## config.mk

```make
export PLATFORM = sky130hd
export DESIGN_NAME = pc_sequencer
export DESIGN_NICKNAME = d
export VERILOG_FILES = /design/src/rtl/seq_pkg.sv /design/src/rtl/pc_lut.sv /design/src/rtl/pc_sequencer.sv
export SDC_FILE = /design/constraint.sdc
export NUM_CORES = 1
export LEC_CHECK = 0
export CORE_MARGIN = 5
export CORE_UTILIZATION = 30
export DETAILED_ROUTE_END_ITERATION = 8
export PLACE_DENSITY = 0.66
export SLEW_MARGIN = 15
export SYNTH_ARGS = -nofsm -noshare
export SYNTH_HDL_FRONTEND = slang
export SYNTH_SLANG_ARGS = --single-unit
```

## constraint.sdc

```tcl
create_clock -name clk -period 6.3 [get_ports clk]
set_clock_uncertainty 0.1 [all_clocks]
set_input_delay 1.26 -clock clk [delete_from_list [all_inputs] [get_ports clk]]
set_output_delay 1.26 -clock clk [all_outputs]
set_load 0.03 [all_outputs]
```

## src/rtl/seq_pkg.sv

```systemverilog
// Shared types and encodings for the PC sequencer.
// Imported by pc_sequencer and its testbench.
package seq_pkg;

    typedef enum logic [1:0] {
        S_IDLE,
        S_RUN,
        S_HALT
    } state_t;

    localparam logic [1:0] COND_Z  = 2'd0;
    localparam logic [1:0] COND_NZ = 2'd1;
    localparam logic [1:0] COND_P  = 2'd2;
    localparam logic [1:0] COND_C  = 2'd3;

    // Bit positions inside the registered flags vector {sc, pari, zero}
    localparam int F_Z = 0;
    localparam int F_P = 1;
    localparam int F_C = 2;

endpackage

```

## src/rtl/pc_lut.sv

```systemverilog
// Constant branch-target table for absolute jumps.
// Edit build_table() to move jump targets without touching the sequencer.
module pc_lut #(
    parameter int LUT_W = 4,
    parameter int D     = 10
) (
    input  logic [LUT_W-1:0] idx,
    output logic [D-1:0]     target
);

    localparam int ENTRIES = 2 ** LUT_W;

    typedef logic [ENTRIES-1:0][D-1:0] tbl_t;

    function automatic tbl_t build_table();
        tbl_t t;
        for (int i = 0; i < ENTRIES; i++) begin
            t[i] = '0;
        end
        if (ENTRIES > 3) begin
            t[3] = D'(40);
        end
        return t;
    endfunction

    localparam tbl_t TABLE = build_table();

    assign target = TABLE[idx];

endmodule

```

## src/rtl/pc_sequencer.sv

```systemverilog
// Program counter sequencer: IDLE/RUN/HALT control, condition flags,
// absolute/relative branching and a saturating run-cycle counter.
module pc_sequencer
    import seq_pkg::*;
#(
    parameter int D     = 10,
    parameter int LUT_W = 4,
    parameter int OFF_W = 6,
    parameter int START = 0,
    parameter int CW    = 16
) (
    input  logic             clk,
    input  logic             reset,
    input  logic             req,
    output logic             done,
    output logic             running,
    output logic [D-1:0]     prog_ctr,
    input  logic             halt,
    input  logic             absj,
    input  logic             relj,
    input  logic             branch,
    input  logic [1:0]       cond_sel,
    input  logic [LUT_W-1:0] tgt_idx,
    input  logic [OFF_W-1:0] rel_off,
    input  logic             flag_we,
    input  logic             zero_in,
    input  logic             pari_in,
    input  logic             sc_in,
    output logic [2:0]       flags,
    output logic [CW-1:0]    cycle_cnt
);

    state_t       state;
    logic [D-1:0] lut_tgt;
    logic [D-1:0] rel_ext;
    logic         cond;
    logic         taken;

    pc_lut #(
        .LUT_W (LUT_W),
        .D     (D)
    ) u_lut (
        .idx    (tgt_idx),
        .target (lut_tgt)
    );

    assign rel_ext = {{(D - OFF_W){rel_off[OFF_W-1]}}, rel_off};

    // Conditions see the flags as registered before this edge.
    always_comb begin
        cond = 1'b0;
        unique case (cond_sel)
            COND_Z:  cond = flags[F_Z];
            COND_NZ: cond = ~flags[F_Z];
            COND_P:  cond = flags[F_P];
            COND_C:  cond = flags[F_C];
            default: cond = 1'b0;
        endcase
    end

    assign taken = (absj | relj) & (~branch | cond);

    always_ff @(posedge clk) begin
        if (reset) begin
            state     <= S_IDLE;
            prog_ctr  <= D'(START);
            flags     <= '0;
            cycle_cnt <= '0;
            done      <= 1'b0;
            running   <= 1'b0;
        end else begin
            unique case (state)
                S_IDLE, S_HALT: begin
                    if (req) begin
                        state     <= S_RUN;
                        prog_ctr  <= D'(START);
                        flags     <= '0;
                        cycle_cnt <= '0;
                        done      <= 1'b0;
                        running   <= 1'b1;
                    end
                end
                S_RUN: begin
                    if (cycle_cnt != '1) begin
                        cycle_cnt <= cycle_cnt + CW'(1);
                    end
                    if (flag_we) begin
                        flags <= {sc_in, pari_in, zero_in};
                    end
                    if (halt) begin
                        state   <= S_HALT;
                        done    <= 1'b1;
                        running <= 1'b0;
                    end else if (taken && absj) begin
                        prog_ctr <= lut_tgt;
                    end else if (taken) begin
                        prog_ctr <= prog_ctr + rel_ext;
                    end else begin
                        prog_ctr <= prog_ctr + D'(1);
                    end
                end
                default: state <= S_IDLE;
            endcase
        end
    end

endmodule

```

==> metrics.yaml <==
wl_met3_um: 247
crit_buf_inv: 2
register_area_sq_um: 661
wl_um: 4680
grt_overflow: 0
syn_area_sq_um: 1920
peakVddDrop_uv: 104
setup_viol: 0
arrival_ns: 4.22
drtIter0Drc: 54
grt_pass1_vias: 1737
total_power_uw: 449
path_delay_family: "compound AO/OA/AOI/OAI gates"
cp_slowest_stage_delay_ns: 0.44
yosysWarnings: 0
synth_top_area_share: 0.343
cp.depth: 14
antenna_found_initial: 0
multi_input_area_sq_um: 1200
met1_length_um: 2240
maxCapViolations: 0
rows: 29
cts_resized: 0
rsz0062_at_grt: "no"
die-area_sq_um: 8120
max_freq_ghz: 0.241
tightest_slew_ns: 0.747
dp_hpwl_um: 3560
post-route-period-util: 0.657
worst_slack_ns: 2.16
clk_latency_ns: 0.28
avgViaCountPerCell: 4.98
outcome: "complete, no violations"
cpMaxStageDelayCell: "clkdlybuf4s50_1"
cp-start-kind: "input port"
clockBufferDepth: 2
grt_usage: 0.115
drt_first_pass_iters: 4
pre_cts_ws_ns: 1.87
cts_tree: "yes"
synth_ff_type: "dfxtp_1"
async_flop_share: 0
start_util: 0.307
final_util: 0.415
yosys-top-cells-count: "dfxtp_1 (33), nor2_1 (30), nand2_1 (18)"
io_pins: 54
cts_root_buf: "clkbuf_8"
final_hold_viol_count: 0
crit_chain: "clkdlybuf4s50_1, nor2b_2, o211ai_2, o211a_1, nand2b_1, ha_1, inv_1, fa_1, nor2b_1, nor3_1, o21bai_1, a221oi_1, a2111oi_0, a311o_1"
route.detailed.drc: 0
vias: 1804
synth_most_common_cell: "dfxtp_1"
layout.nets: 316
htreeDepth: 2
synth-seq-cells: 33
post_cts_buffers: 0
synth_area_per_cell_sq_um: 8.29
wl_met2_um: 2130
cts.sinks: 33
syn_nets: 264
dieHeight_um: 90.1
reg2reg_depth: 13
synth_cells: 232
fin_crit_ns: 4.14
dieWidth_um: 90.1
min_path_cells: 2
synthTopCellsByArea: "dfxtp_1 (34%), xor2_1 (5.9%), nor2_1 (5.9%)"
top_layer_used: "met4"
detail_route.wl_per_cell_um: 12.9
ys_seq_area_frac: 0.343
synth_edf_count: 0
antenna_cells: 0
leakagePower_uw: 0.000948
hp-class: "flop to flop"
yosys.area.top_type: "dfxtp_1"
p_per_area_nw_per_um2: 173
gp_congestion: 0.820
core_area_sq_um: 6280
cts-hold-fix-buffers: 0
numCtsBuffers: 5
relSlewSlack: 0.500
grt_max_degree: 21
antenna_left: 0
final-max-slew-violation-count: 0
path_clk_slew_ns: 0.07
worstSetupPathType: "input port to flop"
ys_types: 49
cp_max_fo: 5
io_buffers: 53
drive_above_1_share: 0.0596
setup_tns_ns: 0
critPathCaptureType: "flop"
syn2layout_area_growth_pct: 35.2
crit_required_ns: 6.37
nFillCells: 659
grt_pass1_wl_um: 8000
routing by layer:
layer,track usage,vias to the layer above
li1,-,934
met1,0.142,826
met2,0.194,39
met3,0.0309,5
met4,0.0372,0
met5,0,-
layout make-up:
cell class	instances	area share
Multi-Input combinational cell	183	0.461
Inverter	8	0.0125
Tap cell	77	0.0370
Sequential cell	33	0.254
Clock buffer	6	0.0279
Timing Repair Buffer	53	0.204
Clock inverter	2	0.00385
per-stage QoR:
| step | area (sq um) | instances | hold slack, ns |
|---|---|---|---|
| detailed placement | 2520 | 354 | 0.351 |
| floorplan | 1920 | 232 | 0.345 |
| global route | 2600 | 362 | 0.387 |
| global placement | 2520 | 354 | 0.345 |
| finish | 2600 | 362 | 0.362 |
| CTS | 2600 | 362 | 0.364 |
worst paths after layout:
kind,slack [ns],to,startpoint
worst min-delay path,0.36,running,running
worst max-delay path,2.16,prog_ctr[8],cond_sel[1]
worst max register to register,3.24,prog_ctr[8],flags[0]
worst min register to register,0.36,running,running
state kept, by name (all words and copies together) (netlist names):
| name | cells |
|---|---|
| cycle_cnt | 16 |
| done | 1 |
| flags | 3 |
| prog_ctr | 10 |
| running | 1 |
| state | 2 |
cells in the final DEF (no fill, tap or decap), types with 3 or more instances in the layout:
cell             Yosys  layout
o21ai_0              5       5
nor2_1              30      30
o21bai_1             3       3
a21o_1               3       3
a22oi_1              3       3
o21a_1               3       3
ha_1                 8       8
clkdlybuf4s50_1      0      53
nor2b_1              3       3
and2_1               7       7
nor3_1               3       3
dfxtp_1             33      33
nand4_1              6       6
xnor2_1              4       4
nand3_1             17      17
nand2b_1             5       5
inv_1                7       7
nand2_1             18      18
clkbuf_8             0       5
a21oi_1             14      14
xor2_1              13      13
and4_1               4       4
and3_1               7       7
power by group:
group          total (uW)  internal [uW]  switching [uW]
sequential            216            212            3.89
clock                 158           76.6            81.0
combinational        75.1           34.5            40.5
total                 449            324             125
cells by family (layout without fill, tap and decap cells):
group / after synthesis / count (layout) / synth area share
AND/OR/NAND/NOR: 109 / 109 / 0.308
multiplexers: 1 / 1 / 0.00585
AO/OA/AOI/OAI: 47 / 47 / 0.170
buffers and inverters: 16 / 69 / 0.0332
flip-flops: 33 / 33 / 0.343
XOR/XNOR: 17 / 17 / 0.0774
adder cells (fa/ha/maj): 9 / 9 / 0.0624
worst reg2reg max path, stage by stage (launching register included):
cell and delay [ns]:
dfxtp_1 0.33, nor2b_1 0.15, o211ai_2 0.27, o211a_1 0.27
nand2b_1 0.08, ha_1 0.21, inv_1 0.07, fa_1 0.20
nor2b_1 0.07, nor3_1 0.20, o21bai_1 0.16, a221oi_1 0.34
a2111oi_0 0.15, a311o_1 0.35
Power figures use the tool's default switching activity.
